==> config.mk <==
export PLATFORM = sky130hd
export DESIGN_NAME = receptor_mdio
export DESIGN_NICKNAME = d
export VERILOG_FILES = /design/src/rtl/receptor_mdio.sv
export SDC_FILE = /design/constraint.sdc
export NUM_CORES = 1
export LEC_CHECK = 0
export BUFFER_PORTS_ARGS = -buffer_cell sky130_fd_sc_hd__buf_2
export CORE_ASPECT_RATIO = 1.25
export CORE_MARGIN = 8
export CORE_UTILIZATION = 51
export CTS_BUF_LIST = sky130_fd_sc_hd__clkbuf_16
export CTS_CLUSTER_SIZE = 40
export DETAILED_ROUTE_END_ITERATION = 8
export HOLD_SLACK_MARGIN = 0.1
export PLACE_DENSITY_LB_ADDON = 0.15
export SETUP_SLACK_MARGIN = 0.15
export SLEW_MARGIN = 10
export SYNTH_ARGS = -nofsm -noshare
export SYNTH_HDL_FRONTEND = slang
export SYNTH_SLANG_ARGS = --single-unit
export TNS_END_PERCENT = 20
==> constraint.sdc <==
create_clock -name MDC -period 2.2 [get_ports MDC]
set_clock_uncertainty 0.15 [all_clocks]
set_input_delay 0.55 -clock MDC [delete_from_list [all_inputs] [get_ports MDC]]
set_output_delay 0.55 -clock MDC [all_outputs]
set_load 0.02 [all_outputs]
==> src/rtl/receptor_mdio.sv <==
`default_nettype none
// +----------------------------------------------------------------------------+
// | Module      : receptor_mdio                                                |
// | Description : MDIO frame receiver on MDC; decodes 32-bit frames into       |
// |               register writes and serialised register reads.               |
// |               Optional macro MDIO_PHYAD_CHECK_EN filters on PHY_ADDR.      |
// | Revision    : 1.0 - initial release                                        |
// +----------------------------------------------------------------------------+
module receptor_mdio #(
    parameter logic [4:0] PHY_ADDR = 5'b00000
) (
    input  logic        MDC,
    input  logic        reset,
    input  logic        MDIO_OUT,
    input  logic        MDIO_OE,
    input  logic [0:15] RD_DATA,
    output logic        MDIO_IN,
    output logic [0:4]  ADDR,
    output logic [0:15] WR_DATA,
    output logic        MDIO_DONE,
    output logic        WR_STB
);

    typedef enum logic [3:0] {
        S_IDLE   = 4'd0,
        S_START  = 4'd1,
        S_OPCODE = 4'd2,
        S_PHYAD  = 4'd3,
        S_REGAD  = 4'd4,
        S_TA     = 4'd5,
        S_WDATA  = 4'd6,
        S_RDATA  = 4'd7,
        S_DONE   = 4'd8
    } state_t;

    state_t      state_q,   state_d;
    logic [4:0]  cnt_q,     cnt_d;
    logic        op_hi_q,   op_hi_d;
    logic        rd_q,      rd_d;
    logic [3:0]  phy_q,     phy_d;
    logic [3:0]  reg_q,     reg_d;
    logic [14:0] wr_sr_q,   wr_sr_d;
    logic [0:15] rd_sr_q,   rd_sr_d;
    logic        mdio_in_q, mdio_in_d;
    logic [0:4]  addr_q,    addr_d;
    logic [0:15] wr_data_q, wr_data_d;
    logic        done_q,    done_d;
    logic        wr_stb_q,  wr_stb_d;

    logic [1:0]  w_op_now;
    logic [4:0]  w_phy_now;
    logic        w_phy_ok;
    logic        w_need_oe;

    assign w_op_now  = {op_hi_q, MDIO_OUT};
    assign w_phy_now = {phy_q, MDIO_OUT};
    // Controller must own the line for header bits and write data; read data time is ours.
    assign w_need_oe = (state_q != S_IDLE) && (state_q != S_RDATA) && (state_q != S_DONE);

`ifdef MDIO_PHYAD_CHECK_EN
    assign w_phy_ok = (w_phy_now == PHY_ADDR);
`else
    logic w_unused_phy;
    assign w_unused_phy = ^{w_phy_now, PHY_ADDR};
    assign w_phy_ok     = 1'b1;
`endif

    always_comb begin
        state_d   = state_q;
        cnt_d     = cnt_q + 5'd1;
        op_hi_d   = op_hi_q;
        rd_d      = rd_q;
        phy_d     = phy_q;
        reg_d     = reg_q;
        wr_sr_d   = wr_sr_q;
        rd_sr_d   = rd_sr_q;
        mdio_in_d = 1'b0;
        addr_d    = addr_q;
        wr_data_d = wr_data_q;
        done_d    = 1'b0;
        wr_stb_d  = 1'b0;

        if (w_need_oe && !MDIO_OE) begin
            state_d = S_IDLE;
            cnt_d   = 5'd0;
        end else begin
            unique case (state_q)
                S_IDLE: begin
                    cnt_d = 5'd0;
                    if (MDIO_OE && !MDIO_OUT) begin
                        state_d = S_START;
                        cnt_d   = 5'd1;
                    end
                end
                S_START: begin
                    if (MDIO_OUT) begin
                        state_d = S_OPCODE;
                    end else begin
                        state_d = S_IDLE;
                        cnt_d   = 5'd0;
                    end
                end
                S_OPCODE: begin
                    if (cnt_q == 5'd2) begin
                        op_hi_d = MDIO_OUT;
                    end else begin
                        rd_d = (w_op_now == 2'b10);
                        if (w_op_now == 2'b01 || w_op_now == 2'b10) begin
                            state_d = S_PHYAD;
                        end else begin
                            state_d = S_IDLE;
                            cnt_d   = 5'd0;
                        end
                    end
                end
                S_PHYAD: begin
                    phy_d = w_phy_now[3:0];
                    if (cnt_q == 5'd8) begin
                        if (w_phy_ok) begin
                            state_d = S_REGAD;
                        end else begin
                            state_d = S_IDLE;
                            cnt_d   = 5'd0;
                        end
                    end
                end
                S_REGAD: begin
                    reg_d = {reg_q[2:0], MDIO_OUT};
                    if (cnt_q == 5'd13) begin
                        addr_d  = {reg_q, MDIO_OUT};
                        state_d = S_TA;
                    end
                end
                S_TA: begin
                    if (cnt_q == 5'd15) begin
                        if (rd_q) begin
                            rd_sr_d   = {RD_DATA[1:15], 1'b0};
                            mdio_in_d = RD_DATA[0];
                            state_d   = S_RDATA;
                        end else begin
                            state_d = S_WDATA;
                        end
                    end
                end
                S_WDATA: begin
                    wr_sr_d = {wr_sr_q[13:0], MDIO_OUT};
                    if (cnt_q == 5'd31) begin
                        wr_data_d = {wr_sr_q, MDIO_OUT};
                        wr_stb_d  = 1'b1;
                        done_d    = 1'b1;
                        state_d   = S_DONE;
                    end
                end
                S_RDATA: begin
                    if (cnt_q == 5'd31) begin
                        done_d  = 1'b1;
                        state_d = S_DONE;
                    end else begin
                        mdio_in_d = rd_sr_q[0];
                        rd_sr_d   = {rd_sr_q[1:15], 1'b0};
                    end
                end
                S_DONE: begin
                    state_d = S_IDLE;
                    cnt_d   = 5'd0;
                end
                default: begin
                    state_d = S_IDLE;
                    cnt_d   = 5'd0;
                end
            endcase
        end
    end

    always_ff @(posedge MDC) begin
        if (reset) begin
            state_q   <= S_IDLE;
            cnt_q     <= 5'd0;
            op_hi_q   <= 1'b0;
            rd_q      <= 1'b0;
            phy_q     <= 4'd0;
            reg_q     <= 4'd0;
            wr_sr_q   <= 15'd0;
            rd_sr_q   <= 16'd0;
            mdio_in_q <= 1'b0;
            addr_q    <= 5'd0;
            wr_data_q <= 16'd0;
            done_q    <= 1'b0;
            wr_stb_q  <= 1'b0;
        end else begin
            state_q   <= state_d;
            cnt_q     <= cnt_d;
            op_hi_q   <= op_hi_d;
            rd_q      <= rd_d;
            phy_q     <= phy_d;
            reg_q     <= reg_d;
            wr_sr_q   <= wr_sr_d;
            rd_sr_q   <= rd_sr_d;
            mdio_in_q <= mdio_in_d;
            addr_q    <= addr_d;
            wr_data_q <= wr_data_d;
            done_q    <= done_d;
            wr_stb_q  <= wr_stb_d;
        end
    end

    assign MDIO_IN   = mdio_in_q;
    assign ADDR      = addr_q;
    assign WR_DATA   = wr_data_q;
    assign MDIO_DONE = done_q;
    assign WR_STB    = wr_stb_q;

endmodule
`default_nettype wire

# Word level (Yosys, flattened, before mapping)
# Cells that the tools add are included.
totals:
  register_bits: 70
  latch_bits: 0
  ramBits: 0
  mem_bits_ro: 0
  mem_count: 0
classes:
  add_sub_neg: 1
  n_mul: 0
  div: 0
  magnitude_cmp: 0
  n_eq_ne: 24
  shift: 0
  n_mux: 24
  n_bitwise: 4
  n_reduce_logical: 23
ops:
  columns: ["cell", "count"]
  rows:
  - ["two-way mux 16 bit", 3]
  - ["case mux 16 bit (2 select lines)", 1]
  - ["case mux 4 bit (7 select lines)", 1]
  - ["two-way mux 4 bit", 6]
  - ["case mux 5 bit (4 select lines)", 1]
  - ["== test 4 x 3 -> 1 bit (second input constant)", 4]
  - ["== test 5 x 4 -> 1 bit (second input constant)", 3]
  - ["two-way mux 5 bit", 3]
  - ["inequality test 2 bit (second input constant)", 7]
  - ["AND reduction 3 bit", 4]
  - ["== test 4 x 2 -> 1 bit (second input constant)", 2]
  - ["two-way mux 1 bit", 6]
  - ["AND reduction 6 bit", 1]
  - ["OR reduction 3 bit", 2]
  - ["adder 5 x 1 -> 5 bit (second input constant)", 1]
  - ["== test 5 x 2 -> 1 bit (second input constant)", 1]
  - ["== test 5 bit (second input constant)", 1]
  - ["AND reduction 5 bit", 1]
  - ["OR reduction 5 bit", 1]
  - ["== test 4 x 1 -> 1 bit (second input constant)", 1]
  - ["logical AND 1 bit", 4]
  - ["zero test 4 bit", 1]
  - ["two-way mux 2 bit", 2]
  - ["inequality test 4 x 3 -> 1 bit (second input constant)", 1]
  - ["12 further kinds", 18]

# Longest topological paths before layout
# Gate-level depths: netlist (run 1).
depth:
  depth_word: 6
  mapped_depth: 8
  depth_no_buf: 7

# Least setup slack after synthesis (run 1)
# No wires, ideal clock.
synth_path:
  path_kind: "input to register"
  startpoint: "input MDIO_OUT"
  endpoint: "register state_q[1]"
  arrival_ns: 1.946
  required_ns: 1.978
  slack_ns: 0.032
  cell_stages: 7
  path_buffers: 1
  cell_sequence: "clkbuf_1 -> inv_1 -> ha_1 -> or3b_1 -> a211oi_2 -> o21ai_0 -> mux2i_1"
synth_via:
  elab_chain_len: 5
  elab_cells_between_ends: 11
  classes_between: "3 x eq/ne; 4 x mux; 4 x reduce/logical"
synth_rtl:
  columns: ["element", "line", "source"]
  rows:
  - ["start: declaration", "14", "input logic MDIO_OUT,"]
  - ["== test 2 x 1 -> 1 bit or == test 2 bit (tied branches)", "108", "if (w_op_now == 2'b01 || w_op_now == 2'b10) begin"]
  - ["logical OR 1 bit", "108", null]
  - ["two-way mux 2 bit", "108", null]
  - ["two-way mux 4 bit", "104", "if (cnt_q == 5'd2) begin"]
  - ["case mux 4 bit (7 select lines)", "87", "unique case (state_q)"]
  - ["end signal: assignment", "191", "state_q <= state_d;"]
  - ["end: declaration", "36", "state_t state_q, state_d;"]
# Several ways; a longest one is shown, not always the timed one. The select of a mux whose other input is x is not followed.
# A chain may end at the register's enable or synchronous reset.

# Worst setup path after layout (run 1)
layout_path:
  startpoint: "register cnt_q[1]"
  endpoint: "register state_q[0]"
layout_via:
  elab_chain_len: 3
  elab_cells_between_ends: 11
  classes_between: "10 x eq/ne; 1 x reduce/logical"
layout_rtl:
  columns: ["element", "line", "source"]
  rows:
  - ["start: declaration", "37", "logic [4:0] cnt_q, cnt_d;"]
  - ["start signal: assignment", "192", "cnt_q <= cnt_d;"]
  - ["== test 5 x 4 -> 1 bit, or another cell as far along", "135", "if (cnt_q == 5'd15) begin"]
  - ["inequality test 2 bit (no line) or inequality test 2 x 1 -> 1 bit (tied branches)", null, null]
  - ["AND reduction 6 bit (no line) (*)", null, null]
# Every way passes the cells marked *; elsewhere a longest branch is shown, timed or not.

==> results of run 1 <==
-- Yosys cell counts (2+ instances only) --
cell type	number	share of area
dfxtp_1	69	0.45
nand2_1	51	0.063
a21oi_1	34	0.056
nor2_1	34	0.042
mux2i_1	30	0.098
nand3_1	19	0.031
a211oi_1	14	0.034
buf_2	12	0.020
clkbuf_1	10	0.012
inv_1	8	0.0098
ha_1	7	0.029
nand3b_1	4	0.0098
nand2b_1	3	0.0061
nor4b_1	3	0.0086
a22oi_1	2	0.0049
and2_1	2	0.0041
and4b_1	2	0.0065
buf_6	2	0.0074
nand4b_1	2	0.0057
nor3b_1	2	0.0049
nor4bb_1	2	0.0065
o21ai_0	2	0.0033
o2bb2ai_1	2	0.0057
-- layer usage --
metal,track usage,up-vias,share of wire
li1,-,1271,-
met1,0.176,1157,0.46
met2,0.257,48,0.47
met3,0.0407,14,0.043
met4,0.0973,0,0.022
met5,0,-,0
-- power breakdown --
| part | internal (mW) | leakage (nW) | switching, mW |
|---|---|---|---|
| Sequential | 1.27 | 0.556 | 0.0412 |
| Combinational | 0.139 | 0.850 | 0.141 |
| Clock | 0.868 | 0.135 | 0.521 |
| Total | 2.27 | 1.54 | 0.704 |
-- per-stage QoR --
stage	worst slack (ns)	total power, mW	instance area, um2
after detailed placement	0.111	1.59	3360
after global routing	0.121	3.08	3740
after CTS	0.142	2.99	3670
after global placement	0.135	1.59	3360
final	0.208	2.98	3740
after floorplan	0.193	1.54	3080
-- worst max-delay path by stage --
stage                         from          end  cells after the start
after CTS                 cnt_q[1]  rd_sr_q[14]                      8
after global placement    MDIO_OUT   state_q[1]                      7
after detailed placement  MDIO_OUT     cnt_q[2]                      7
after global routing      cnt_q[1]   state_q[1]                      8
after floorplan           MDIO_OUT   state_q[1]                      7
final                     cnt_q[1]   state_q[0]                      8
-- worst reg2reg max path: cells and delay by family (launching register included) --
kind | cells | cell delay (ns)
buffers and inverters | 1 | 0.18
DFF | 1 | 0.33
and+or+nand+nor | 2 | 0.35
muxes | 1 | 0.17
AOI/OAI and AO/OA | 2 | 0.36
adders and majority gates | 2 | 0.38
-- flip-flops by register name, indices dropped and copies added (netlist names), 4 cells and up --
register  count
reg_q         4
rd_sr_q      15
ADDR          5
WR_DATA      16
cnt_q         5
wr_sr_q      15
state_q       4
-- cell families after synthesis --
family / after synthesis / share of synthesized area
DFF: 69 / 0.452
buffers and inverters: 35 / 0.0573
adders and majority gates: 7 / 0.0286
AOI/OAI and AO/OA: 62 / 0.134
muxes: 30 / 0.0982
xor gates and xnor gates: 2 / 0.00573
and+or+nand+nor: 136 / 0.224
-- final cells by class --
class	count	area share
inverters	8	0.00802
repair buffers	61	0.106
clock buffers	9	0.0601
clock inverters	7	0.0177
well taps	66	0.0221
multi-input cells	237	0.417
flip-flops and latches	69	0.369
-- what timing repair did --
item | 4_1_cts | 5_1_grt
setup endpoints to repair | 4 | 34
cloned | 0 | 1
pin swaps | 1 | 2
gates resized for setup | 2 | 9
endpoints found under the hold margin | 0 | 0
buffers inserted | 1 | 1
==> parameters.txt, run 1 <==
Parameter                              Value

Floorplanning
  Core footprint ... 5780 um2
  Vertical die dimension ... 103 um
  Ports placed on the boundary ... 44
  Num rows ... 31
  Initial cell density of the core ... 0.529
  Horizontal die dimension ... 85.3 um
  Total Die Area ... 8750 um2

Worst setup path
  Most repeated library cell on the critical path ... ha_2
  Endpoint class of the critical path ... register
  Crit path max-delay family ... adder cells
  Kind of launch point of the worst setup path ... register
  Longest individual stage delay on the worst path ... 0.33 ns
  Slowest cell on the critical path ... dfxtp_2
  Endpoint of the most critical register-to-register path ... state_q[0]
  Endpoint arrival time on the critical path ... 2.09 ns
  Depth of the worst register-to-register path ... 8
  CP max FO ... 4
  Worst endpoint required time ... 2.30 ns
  CP Class ... reg -> reg
  Worst r2r src ... cnt_q[1]
  R2R Setup Slk ... 0.21 ns
  Crit path cell chain ... ha_2, and3_4, ha_2, nand2b_4, a21boi_1, o311ai_2, buf_4, mux2i_1
  Worst path buffer plus inverter count ... 1

Global route
  Total grt overflow ... 0
  Global-route wire length before repair ... 11000 um
  Pin count of the biggest net entering global routing ... 42
  Initial antenna violation count ... 0
  Number of global-route vias before repair ... 2489
  Overall global routing resource usage ... 0.155

Cells and area
  Layout cell share with drive strength beyond 1 ... 0.243
  Fillers ... 498
  Net count reported at finish ... 413
  Area growth syn-to-layout ... 22.5%
  Register cell area after layout ... 1380 um2
  # diodes ... 0
  Final core utilization ... 0.648
  Area used by multi-input combinational logic ... 1560 um2
  Most common cell after layout, fill and taps aside ... dfxtp_1
  Leading cell types in the layout, fill and taps excluded ... 68 x dfxtp_1, 51 x nand2_1, 43 x buf_2, 34 x nor2_1, 33 x a21oi_1
  Non-filler cells, final ... 457

Clock tree
  Number of buffers created by CTS ... 9
  Clock net sink count ... 69
  Clock tree root buffer cell ... clkbuf_16
  Clock tree from TritonCTS ... built
  Number of H-tree levels ... 3
  Hold buffers post-CTS ... 0
  Worst-path clk slew ... 0.05 ns
  Maximum number of buffers from clock root to sink ... 2
  Skew-Pair Late Insertion Delay ... 0.32 ns

STA
  Final worst-path cycle share ... 0.905
  Slew @ Worst Pin ... 0.586 ns
  Highest Clock Rate ... 502 MHz
  Final hold violation count ... 0
  Worst hold margin ... 0.301 ns
  Setup-failing EPs final ... 0
  Clock period minus worst slack ... 1.99 ns
  Relative slew slack ... 0.609
  Count of final max-slew check failures ... 0
  Setup total negative slack ... 0 ns
  Unrepaired setup endpoints after global routing ... yes

Placed design
  IO Port Bufs ... 43
  Final weighted congestion in routability-driven placement ... 0.932
  Placed Cells ... 438
  Post-DP HPWL ... 4340 um

Synthesis
  Unique masters post-synth ... 48
  Predominant post-synthesis flop cell ... dfxtp_1
  Post-Synthesis Net Count ... 368
  Register bit total from synthesis ... 69
  Mapped cell area ... 3060 um2
  Post-synthesis instance total ... 341
  Sequential cell area fraction in the yosys report ... 0.452
  Number of synthesized flops with an enable pin ... 0
  Mean instance size in the synthesized netlist ... 8.97 um2
  FFs w/ async S/R, synth ... 0
  YS warnings ... 0

Route
  Count of antenna-violating nets left after detailed routing ... 0
  DRC viols ... 0
  Initial detailed-routing violation count ... 109
  Aggregate routed wire length ... 6680 um
  Routed via count ... 2490
  Routed WL per cell ... 14.6 um
  Initial DRT Pass Iterations ... 4
  Via density per instance ... 5.45

Min path
  Worst hold-check path type ... reg -> reg
  Worst hold path endpoint ... WR_DATA[9]
  Hold wc startpoint ... WR_DATA[9]
  Depth of the worst hold-timing path ... 2

Outcome
  Result of the run ... finished, final reports clean

Pwr
  PwrDens ... 795 nW/um2
  Static leakage power ... 1.54 nW
  VDD IR max ... 0.486 mV

Run
  Max capacitance violation total ... 0
(Power assumes the default switching activity.)
==> run 2: changes to the inputs <==
--- a/config.mk
+++ b/config.mk
@@ -14,8 +14,7 @@
 export DETAILED_ROUTE_END_ITERATION = 8
 export HOLD_SLACK_MARGIN = 0.1
 export PLACE_DENSITY_LB_ADDON = 0.15
-export SETUP_SLACK_MARGIN = 0.15
-export SLEW_MARGIN = 10
+export SETUP_SLACK_MARGIN = 0.5
 export SYNTH_ARGS = -nofsm -noshare
 export SYNTH_HDL_FRONTEND = slang
 export SYNTH_SLANG_ARGS = --single-unit
==> parameters.txt, run 2 (synthesized netlist as in run 1, its figures left out) <==
Parameter                              Value

STA
  Count of final max-slew check failures ... 0
  Final hold violation count ... 0
  Slew @ Worst Pin ... 0.589 ns
  Clock period minus worst slack ... 2.01 ns
  Least setup slack across all paths after layout ... 0.193 ns
  Setup total negative slack ... 0 ns
  Highest Clock Rate ... 498 MHz
  Unrepaired setup endpoints after global routing ... yes
  Final worst-path cycle share ... 0.912
  Setup-failing EPs final ... 0
  Relative slew slack ... 0.607

Global route
  Routing layer with the top usage in global route ... met2
  Pin count of the biggest net entering global routing ... 55
  Global Route met3 Usage ... 0.0399
  Routing usage on met2 ... 0.275
  Met1 track utilization from global routing ... 0.177
  Number of global-route vias before repair ... 2478
  Total grt overflow ... 0
  Initial antenna violation count ... 0
  Overall global routing resource usage ... 0.161
  Global-route wire length before repair ... 11400 um

Min path
  Worst hold-check path type ... reg -> reg

Cells and area
  Net count reported at finish ... 416
  Area growth syn-to-layout ... 27.7%
  Leading cell types in the layout, fill and taps excluded ... 65 x dfxtp_1, 51 x nand2_1, 43 x buf_2, 33 x a21oi_1, 32 x nor2_1
  Fillers ... 480
  Layout cell share with drive strength beyond 1 ... 0.287
  Final core utilization ... 0.676
  Largest register FFs ... 16
  Most common cell after layout, fill and taps aside ... dfxtp_1
  Final instance area ... 3910 um2
  # diodes ... 0

Worst setup path
  Most repeated library cell on the critical path ... ha_4
  CP Class ... reg -> reg
  Slowest cell on the critical path ... dfxtp_4
  Worst endpoint required time ... 2.29 ns
  Crit path cell chain ... ha_4, and3_4, ha_4, nand2b_4, a21oi_4, clkbuf_16, nor2_1, a211oi_2
  Worst path buffer plus inverter count ... 1
  CP max FO ... 7
  Longest individual stage delay on the worst path ... 0.35 ns
  Kind of launch point of the worst setup path ... register
  Crit path max-delay family ... compound AO/OA/AOI/OAI gates
  Endpoint class of the critical path ... register
  Endpoint arrival time on the critical path ... 2.10 ns

Pwr
  PwrDens ... 776 nW/um2
  Final total power ... 3.03 mW
  Static leakage power ... 1.60 nW
  VDD IR max ... 0.470 mV

Placed design
  IO Port Bufs ... 43
  Post-DP HPWL ... 4230 um
  Setup slack after placement ... 0.0534 ns
  Final weighted congestion in routability-driven placement ... 0.840
  Cell area after placement ... 3360 um2

Clock tree
  Skew-Pair Late Insertion Delay ... 0.32 ns
  Worst-path clk slew ... 0.06 ns
  Clock tree from TritonCTS ... built
  Clock net sink count ... 69
  Clock tree root buffer cell ... clkbuf_16
  Number of H-tree levels ... 3
  Maximum number of buffers from clock root to sink ... 2
  Number of buffers created by CTS ... 9

Route
  Initial detailed-routing violation count ... 96
  DRC viols ... 0
  Count of antenna-violating nets left after detailed routing ... 0
  Routed WL per cell ... 15.0 um
  Via density per instance ... 5.58
  Initial DRT Pass Iterations ... 4
  Routed via count ... 2566
  Aggregate routed wire length ... 6900 um

Floorplanning
  Vertical die dimension ... 103 um
  Total Die Area ... 8750 um2
  Num rows ... 31
  Core footprint ... 5780 um2
  Horizontal die dimension ... 85.3 um
  Initial cell density of the core ... 0.529
  Ports placed on the boundary ... 44

Outcome
  Result of the run ... finished, final reports clean

Run
  Max capacitance violation total ... 0
-- run 2: cell count changes in the layout (fill, tap and decap cells not counted), sizes merged --
cell,change
clkinvlp,-3
buf,+3
inv,+1
clkinv,+2
-- run 2: power breakdown --
| group | switching [mW] | internal, mW |
|---|---|---|
| registers | 0.0411 | 1.27 |
| clock network | 0.544 | 0.881 |
| logic | 0.152 | 0.144 |
| total | 0.737 | 2.29 |
-- run 2: what timing repair did --
action                                  CTS  global route
setup buffers                             5             1
cloned                                    3             0
pin swaps                                 8             6
hold buffers                              0             0
gates resized for setup                  17            17
endpoints found under the setup margin   68            69
-- run 2: path summary, 6_finish.rpt --
kind	startpoint	cells after the start	end	slack, ns
setup / recovery	cnt_q[0]	8	rd_sr_q[1]	0.19
hold / removal	WR_DATA[2]	2	WR_DATA[2]	0.30
setup reg to reg	cnt_q[0]	8	rd_sr_q[1]	0.19
hold reg to reg	WR_DATA[2]	2	WR_DATA[2]	0.30
-- run 2: through the flow --
step                cells  hold slack, ns
floorplan             341           0.287
global placement      435           0.288
detailed placement    435           0.293
CTS                   459           0.301
global route          460           0.319
finish                460           0.299
-- run 2: layer usage --
| metal | vias up | wire length, um |
|---|---|---|
| met5 | - | 0 |
| met4 | 0 | 167 |
| met3 | 13 | 384 |
| met2 | 68 | 3570 |
| met1 | 1202 | 2780 |
| li1 | 1283 | - |
-- run 2: layout make-up --
| type | count | area (um2) | area share |
|---|---|---|---|
| Multi-Input combinational cell | 237 | 1650 | 0.422 |
| Sequential cell | 69 | 1390 | 0.356 |
| Timing Repair Buffer | 64 | 450 | 0.115 |
| Clock buffer | 9 | 225 | 0.0577 |
| Tap cell | 66 | 82.6 | 0.0211 |
| Clock inverter | 7 | 73.8 | 0.0189 |
| Inverter | 8 | 32.5 | 0.00833 |
-- run 2: worst min-delay path: stages (launching register included) --
cell     delay (ns)
dfxtp_1        0.30
nand2_1        0.05
a21oi_1        0.05
